File: src/rtl/sram_pkg.sv
// Shared types and constants for the single-port SRAM controller.
//   sram_state_t : controller FSM states (clearing / serving requests)
//   LANE_W       : bits per byte-enable lane
//   lane_count() : number of byte lanes in a word of the given width
package sram_pkg;

    typedef enum logic {
        ST_INIT  = 1'b0,
        ST_READY = 1'b1
    } sram_state_t;

    localparam int unsigned LANE_W = 8;

    function automatic int unsigned lane_count(input int unsigned width);
        return width / LANE_W;
    endfunction

endpackage

File: src/rtl/sram_array.sv
// Storage for the SRAM controller: DATA_W x DEPTH words, no reset.
// Ports:
//   clk_i   : rising-edge clock
//   we_i    : per-lane write enables (one bit per LANE_W bits of data)
//   addr_i  : word address, shared by the write and the read path
//   wdata_i : write data
//   rdata_o : combinational read data; zero for addresses >= DEPTH
module sram_array
    import sram_pkg::*;
#(
    parameter int unsigned DATA_W = 16,
    parameter int unsigned DEPTH  = 12,
    parameter int unsigned ADDR_W = 4
) (
    input  logic                            clk_i,
    input  logic [lane_count(DATA_W)-1:0]   we_i,
    input  logic [ADDR_W-1:0]               addr_i,
    input  logic [DATA_W-1:0]               wdata_i,
    output logic [DATA_W-1:0]               rdata_o
);

    localparam int unsigned NLANES = lane_count(DATA_W);

    logic [DATA_W-1:0] mem_q [DEPTH];
    logic              addr_ok;

    // DEPTH need not be a power of two, so the top of the address space is unbacked.
    assign addr_ok = 32'(addr_i) < DEPTH;

    always_ff @(posedge clk_i) begin
        if (addr_ok) begin
            for (int unsigned l = 0; l < NLANES; l++) begin
                if (we_i[l]) begin
                    mem_q[addr_i][l*LANE_W +: LANE_W] <= wdata_i[l*LANE_W +: LANE_W];
                end
            end
        end
    end

    assign rdata_o = addr_ok ? mem_q[addr_i] : '0;

endmodule

File: src/rtl/sram_sp_ctrl.sv
// Single-port synchronous SRAM controller with valid/ready request port,
// byte-lane writes, RD_LATENCY-cycle registered read data and a hardware
// clear sequencer that writes INIT_VAL to every word after reset or on
// init_start.
// Ports:
//   clk, rst_n            : clock, asynchronous active-low reset
//   init_start            : pulse to re-run the clear sequence (ignored while clearing)
//   req_valid/req_ready   : request handshake; req_ready is purely registered
//   req_we, req_addr      : write(1)/read(0) and word address
//   req_wdata, req_be     : write data and per-byte enables
//   rsp_valid             : one-cycle read-data pulse
//   rsp_rdata, rsp_err    : read data (held between pulses), out-of-range flag
//   init_busy             : clear sequence running
module sram_sp_ctrl
    import sram_pkg::*;
#(
    parameter int unsigned       DATA_W     = 16,
    parameter int unsigned       DEPTH      = 12,
    parameter int unsigned       ADDR_W     = (DEPTH > 1) ? $clog2(DEPTH) : 1,
    parameter int unsigned       RD_LATENCY = 1,
    parameter logic [DATA_W-1:0] INIT_VAL   = '0
) (
    input  logic                          clk,
    input  logic                          rst_n,
    input  logic                          init_start,
    input  logic                          req_valid,
    output logic                          req_ready,
    input  logic                          req_we,
    input  logic [ADDR_W-1:0]             req_addr,
    input  logic [DATA_W-1:0]             req_wdata,
    input  logic [lane_count(DATA_W)-1:0] req_be,
    output logic                          rsp_valid,
    output logic [DATA_W-1:0]             rsp_rdata,
    output logic                          rsp_err,
    output logic                          init_busy
);

    localparam int unsigned       NLANES = lane_count(DATA_W);
    localparam logic [ADDR_W-1:0] LAST   = ADDR_W'(DEPTH - 1);

    sram_state_t       state_q;
    logic [ADDR_W-1:0] clr_cnt_q;
    logic              req_ready_q;
    logic              init_busy_q;

    logic              accept;
    logic              rd_accept;
    logic              in_range;
    logic [NLANES-1:0] arr_we;
    logic [ADDR_W-1:0] arr_addr;
    logic [DATA_W-1:0] arr_wdata;
    logic [DATA_W-1:0] arr_rdata;
    logic [DATA_W-1:0] rd_data_d;

    assign accept    = req_valid && req_ready_q;
    assign rd_accept = accept && !req_we;
    assign in_range  = 32'(req_addr) < DEPTH;

    // ------------------------------------------------------------------
    // Controller FSM: clear counter and registered handshake outputs.
    // ------------------------------------------------------------------
    always_ff @(posedge clk or negedge rst_n) begin
        if (!rst_n) begin
            state_q     <= ST_INIT;
            clr_cnt_q   <= '0;
            req_ready_q <= 1'b0;
            init_busy_q <= 1'b1;
        end else begin
            case (state_q)
                ST_INIT: begin
                    if (clr_cnt_q == LAST) begin
                        state_q     <= ST_READY;
                        clr_cnt_q   <= '0;
                        req_ready_q <= 1'b1;
                        init_busy_q <= 1'b0;
                    end else begin
                        clr_cnt_q <= clr_cnt_q + ADDR_W'(1);
                    end
                end
                ST_READY: begin
                    if (init_start) begin
                        state_q     <= ST_INIT;
                        clr_cnt_q   <= '0;
                        req_ready_q <= 1'b0;
                        init_busy_q <= 1'b1;
                    end
                end
            endcase
        end
    end

    assign req_ready = req_ready_q;
    assign init_busy = init_busy_q;

    // ------------------------------------------------------------------
    // Array port mux: the clear sequencer owns the port while clearing;
    // no bus request can be accepted then because req_ready is low.
    // ------------------------------------------------------------------
    always_comb begin
        arr_we    = '0;
        arr_addr  = req_addr;
        arr_wdata = req_wdata;
        if (state_q == ST_INIT) begin
            arr_we    = '1;
            arr_addr  = clr_cnt_q;
            arr_wdata = INIT_VAL;
        end else if (accept && req_we && in_range) begin
            arr_we = req_be;
        end
    end

    sram_array #(
        .DATA_W (DATA_W),
        .DEPTH  (DEPTH),
        .ADDR_W (ADDR_W)
    ) u_array (
        .clk_i   (clk),
        .we_i    (arr_we),
        .addr_i  (arr_addr),
        .wdata_i (arr_wdata),
        .rdata_o (arr_rdata)
    );

    assign rd_data_d = in_range ? arr_rdata : '0;

    // ------------------------------------------------------------------
    // Read pipeline. Data is snapshotted at the accept edge, so reads in
    // flight when a clear starts still return pre-clear contents. Data and
    // err only advance with a valid token, which keeps the output stage
    // holding the last response between pulses.
    // ------------------------------------------------------------------
    logic [RD_LATENCY-1:0] vld_q;
    logic [RD_LATENCY-1:0] err_q;
    logic [DATA_W-1:0]     dat_q [RD_LATENCY];

    always_ff @(posedge clk or negedge rst_n) begin
        if (!rst_n) begin
            vld_q <= '0;
            err_q <= '0;
            for (int unsigned i = 0; i < RD_LATENCY; i++) begin
                dat_q[i] <= '0;
            end
        end else begin
            vld_q[0] <= rd_accept;
            if (rd_accept) begin
                err_q[0] <= !in_range;
                dat_q[0] <= rd_data_d;
            end
            for (int unsigned i = 1; i < RD_LATENCY; i++) begin
                vld_q[i] <= vld_q[i-1];
                if (vld_q[i-1]) begin
                    err_q[i] <= err_q[i-1];
                    dat_q[i] <= dat_q[i-1];
                end
            end
        end
    end

    assign rsp_valid = vld_q[RD_LATENCY-1];
    assign rsp_err   = err_q[RD_LATENCY-1];
    assign rsp_rdata = dat_q[RD_LATENCY-1];

endmodule

File: config.mk
export PLATFORM = sky130hd
export DESIGN_NAME = sram_sp_ctrl
export DESIGN_NICKNAME = d
export VERILOG_FILES = /design/src/rtl/sram_pkg.sv /design/src/rtl/sram_array.sv /design/src/rtl/sram_sp_ctrl.sv
export SDC_FILE = /design/constraint.sdc
export NUM_CORES = 1
export LEC_CHECK = 0
export ABC_AREA = 1
export BUFFER_PORTS_ARGS = -buffer_cell sky130_fd_sc_hd__buf_2
export CORE_MARGIN = 3
export CORE_UTILIZATION = 30
export DETAILED_ROUTE_END_ITERATION = 6
export SYNTH_ARGS = -nofsm -noshare
export SYNTH_HDL_FRONTEND = slang
export SYNTH_SLANG_ARGS = --single-unit
export TNS_END_PERCENT = 50
File: constraint.sdc
create_clock -name clk -period 3.2 [get_ports clk]
set_input_delay 0.8 -clock clk [delete_from_list [all_inputs] [get_ports clk]]
set_output_delay 0.8 -clock clk [all_outputs]
set_load 0.1 [all_outputs]
Word level (Yosys, flattened, before mapping)
Memory sizes are Yosys's and may differ from the RTL's.
Index checks and enable logic that the tools add are counted.
{"block": "totals", "ramBits": 192, "ff_bits": 25, "in_bits": 27, "mem_count": 1, "word_cells": 46}
{"memory": "u_array.mem_q", "depth": 12, "word_bits": 16, "read_ports": 1, "rd_ports_with_merged_regs": 0, "wr": 1, "line": "sram_array.sv:24", "rtl": "logic [DATA_W-1:0] mem_q [DEPTH];"}
{"block": "op_classes", "reduce_logical": 7, "addsub": 1, "n_eq_ne": 3, "n_lt_le_gt_ge": 2, "muxes": 24, "bitwise": 1}
{"cell": "16-bit two-way mux", "n": 3}
{"cell": "1-bit two-way mux", "n": 12}
{"cell": "4-bit two-way mux", "n": 3}
{"cell": "4-bit < comparator, second input constant", "n": 2}
{"cell": "4-bit one-hot mux with 2 select lines", "n": 1}
{"cell": "1-bit one-hot mux with 2 select lines", "n": 3}
{"cell": "4-bit by 1-bit adder with 4-bit output, second input constant", "n": 1}
{"cell": "4-bit equality test, second input constant", "n": 1}
{"cell": "1-bit logical AND", "n": 4}
{"cell": "2-bit two-way mux", "n": 2}
{"cell": "2-bit != test, second input constant", "n": 2}
{"cell": "1-bit logical NOT", "n": 2}
{"cell": "2-bit AND reduction", "n": 1}
{"cell": "1-bit NOT", "n": 1}

Depth between registers and ports, before layout
{"block": "logic_depth", "word_depth": 8, "depth_mapped": 11, "depth_no_buf": 10}

Cells and area by module
From an unflattened synthesis, not the netlist that was laid out.
{"block": "hier_totals", "cells_unflattened": 857, "hier_area_um2": 9067.4}
{"mod": "sram_array", "instances": 1, "cells_per_inst": 693, "area_each_um2": 7837.5}
{"mod": "sram_sp_ctrl", "instances": 1, "cells_per_inst": 164, "area_each_um2": 1229.9}

Worst setup path after synthesis
Ideal clock, no wire load.
{"block": "synth_timing", "path_kind": "register to register", "start": "reg req_ready_q, in the netlist req_ready", "end": "mem u_array.mem_q[11][0] (enable)", "t_arrival_ps": 1866, "synth_period_minus_slack_ps": 2190, "path_slack_ps": 1010, "stages_incl_launch_ff": 7, "cell_sequence": "dfrtp_1 nand4_1 nand2b_1 a21oi_1 buf_4 nand2_1 inv_1"}
{"block": "synth_between", "elab_chain_cells": 8}
{"item": "start: declaration", "line": "sram_sp_ctrl.sv:43", "rtl": "logic req_ready_q;"}
{"item": "start signal: assignment", "line": "sram_sp_ctrl.sv:66", "rtl": "req_ready_q <= 1'b0;"}
{"item": "start signal: assignment", "line": "sram_sp_ctrl.sv:74", "rtl": "req_ready_q <= 1'b1;"}
{"item": "start signal: assignment", "line": "sram_sp_ctrl.sv:84", "rtl": "req_ready_q <= 1'b0;"}
{"item": "1-bit logical AND", "line": "sram_sp_ctrl.sv:55", "rtl": "assign accept = req_valid && req_ready_q;"}
{"item": "1-bit logical AND (2 in series)", "line": "sram_sp_ctrl.sv:107", "rtl": "end else if (accept && req_we && in_range) begin"}
{"item": "2-bit two-way mux", "line": "sram_sp_ctrl.sv:107"}
{"item": "2-bit two-way mux", "line": "sram_sp_ctrl.sv:103", "rtl": "if (state_q == ST_INIT) begin"}
{"item": "1-bit two-way mux", "line": "sram_array.sv:33", "rtl": "if (we_i[l]) begin"}
{"item": "1-bit two-way mux", "line": "sram_array.sv:31", "rtl": "if (addr_ok) begin"}
{"item": "1-bit two-way mux (not written as such)", "line": "sram_array.sv:34", "rtl": "mem_q[addr_i][l*LANE_W +: LANE_W] <= wdata_i[l*LANE_W +: LANE_W];"}
{"item": "end: declaration", "line": "sram_array.sv:24"}
Every way passes these cells.

Worst setup path after layout
{"block": "layout_timing", "start": "reg state_q", "end": "mem u_array.mem_q[7][10] (enable)"}
{"block": "layout_between", "elab_chain_cells": 4, "elab_cells_between_ends": 6}
{"item": "start: declaration", "line": "sram_sp_ctrl.sv:41", "rtl": "sram_state_t state_q;"}
{"item": "start signal: assignment", "line": "sram_sp_ctrl.sv:64", "rtl": "state_q <= ST_INIT;"}
{"item": "start signal: assignment", "line": "sram_sp_ctrl.sv:72", "rtl": "state_q <= ST_READY;"}
{"item": "start signal: assignment", "line": "sram_sp_ctrl.sv:82", "rtl": "state_q <= ST_INIT;"}
{"item": "4-bit two-way mux or 2-bit two-way mux (tied branches)", "line": "sram_sp_ctrl.sv:103"}
{"item": "4-bit < comparator or 1-bit two-way mux (tied branches)", "line": "sram_array.sv:28, sram_array.sv:33"}
{"item": "1-bit two-way mux", "line": "sram_array.sv:31"}
{"item": "1-bit two-way mux (not written as such)", "line": "sram_array.sv:34"}
Parallel ways exist; a longest one is shown, timed or not.

==> impl_metrics.ini <==
[hold_path]
hold_class = input port to asynchronous set/reset pin

[logic_synthesis]
synth_edf_count = 192
yosysUniqueCellTypes = 30
synth_nets = 1170
synth-async-reset-ratio_pct = 11.5
synth.most_common_cell = nand2_1
synthTopCellsByCount = 522 x nand2_1, 223 x inv_1, 192 x edfxtp_1
ys.flop_type = edfxtp_1
avgSynthCellArea_um2 = 8.94
synthTopCellsByArea = edfxtp_1 56%, nand2_1 19%, inv_1 8.2%
synth_top_area_share_pct = 56.5
yosys.area.top_type = edfxtp_1
synth-seq-cells = 217
ys_warn_count = 0
synthesis.area_mm2 = 0.0102
syn_inst = 1142
ys_seq_area_share_pct = 62.6

[global_route]
grt_use_met1_pct = 17.6
grt_pass1_vias = 6705
gr-usage-all-layers_pct = 12.8
met3_usage_pct = 2.79
grtUsageMet2_pct = 20.5
antenna_found_initial = 7
grt_pass1_wl_um = 36600
busiest_layer = met2
grt_max_degree = 65
grt_overflow_total = 0

[floorplan]
dieArea_mm2 = 0.0363
start_util_pct = 30.9
design.core.area_mm2 = 0.0330
die_width_um = 190
design.portCount = 47
die-height_um = 190
rows = 66

[route]
ant_nets = 0
wl_um = 23200
dr.pass1.iters = 5
dr_total_vias = 6968
viasPerCell = 4.25
post_drt_wl_per_cell_um = 14.1
drtIter0Drc = 381
drcViolationCount = 0

[power]
p_leak_nw = 5.79
ir_drop_mv = 0.952
powerDensity_mw_per_mm2 = 1090
p_total_w = 0.0127

[cells_and_area]
areaGrowthSynthToFinish_pct = 14.0
finalInstanceArea_mm2 = 0.0116
drive_above_1_share_pct = 9.77
fin_cells = 1641
nets = 1208

[clock_network]
h-tree-depth = 1
clkTransAtPathRegs_ns = 0.06
cts_sinks = 217
hold_buffers = 0
post_cts_buffers = 0
cts_buffers = 24
root_buffer = clkbuf_16
clockBufferDepth = 3
post_cts_resized = 0
cts_tree = yes
clk-insertion-delay-late_ns = 0.51

[worst_setup_path]
worstPathArrival_ns = 2.83
path_class = register to register
crit_path_end_kind = register
cp_max_fo = 21
required_ns = 3.36
critPathLaunchType = register

[outcome]
status = completed

[timing]
finalSetupTns_ns = 0
skew_ns = 0.0111
finalHoldViolations = 0
max_slew_margin_pct = 55.2
rsz0062_at_grt = false
final-max-slew-violation-count = 0
timing.fmax_mhz = 375
finalCriticalPeriod_ns = 2.67
setup_viol_count_final = 0
worst_pin_slew_ns = 0.671
period_share_pct = 83.4

[placed_design]
dpl_cell_area_mm2 = 0.0108
io_buffers = 46
dp_hpwl_um = 15400
dp.cells = 1596
gp_congestion = 0.802

[flow_run]
maxCapViolCount = 0
critical path, cell delays in order (launching register included):
cell and delay (ns):
dfrtp_1 0.59, buf_4 0.41, o21ai_2 0.19, nand2_1 0.12, inv_1 0.06, a21oi_2 0.50
nand2_1 0.11, inv_1 0.33
final cells by class:
cell class                      instances  area [um^2]
Inverter                              230          863
Tap cell                              442          553
Clock inverter                         10          101
Antenna cell                            1         2.50
Multi-Input combinational cell        649         2690
Timing Repair Buffer                   58          333
Sequential cell                       217         6390
Fill cell                            3472        21400
Clock buffer                           34          699
cell usage in the layout, fill, tap and decap left out, types with 2 or more instances in the layout:
master,instances
inv_1,223
nor2_2,2
nand2b_1,2
dfrtp_1,24
o21ai_1,16
clkbuf_1,5
nor2_1,17
clkbuf_16,25
nand3b_1,16
clkinv_1,2
o22ai_1,2
a21oi_1,3
buf_4,11
o21ai_0,2
nor2_4,3
edfxtp_1,192
clkbuf_8,4
buf_2,46
clkinv_2,5
inv_2,7
nand2_1,522
nand2_2,3
nand3_1,51
bufinv_16,2
nand2_4,2
report_power, final:
group	switching (W)	internal, W	total, W
Combinational	0.00432	0.00135	0.00567
Clock	0.00108	0.00168	0.00276
Sequential	0.000219	0.00404	0.00426
kinds of logic after synthesis:
kind of cell	Yosys count	synth area share, %
DFF	217	62.6
AOI/OAI and AO/OA	26	1.41
buffers and inverters	276	11.1
adders and majority gates	1	0.123
xor gates and xnor gates	2	0.172
and+or+nand+nor	620	24.6
path summary, 6_finish.rpt:
path                       depth (start not counted)    startpoint  slack, ns              endpoint
max                                                7       state_q       0.53  u_array.mem_q[7][10]
min                                                1         rst_n       0.27          rsp_rdata[5]
max reg2reg                                        7       state_q       0.53  u_array.mem_q[7][10]
min reg2reg                                        2  rsp_rdata[1]       0.49          rsp_rdata[1]
max in group asynchronous                          1         rst_n       2.55          rsp_rdata[9]
min in group clk                                   2        req_we       0.48             rsp_valid
layer usage:
metal / routed length [um] / vias to the layer above
li1: - / 3551
met1: 10900 / 3199
met2: 10400 / 166
met3: 1410 / 40
met4: 388 / 12
met5: 66 / -
per-stage QoR:
stage                     setup WS, ns  hold slack [ns]  utilization (%)
after CTS                        0.534            0.274             35.2
final                            0.532            0.272             35.2
after floorplan                   1.01            0.504                -
after detailed placement         0.551            0.477             32.8
after global placement           0.567            0.470             32.8
after global routing             0.299            0.316             35.2
flip-flops by register name, summed over array words and instances, names as in the netlist:
name           flops
u_array.mem_q    192
rsp_rdata         16
clr_cnt_q          4
init_busy          1
req_ready          1
rsp_err            1
rsp_valid          1
state_q            1
(Power assumes the default switching activity.)
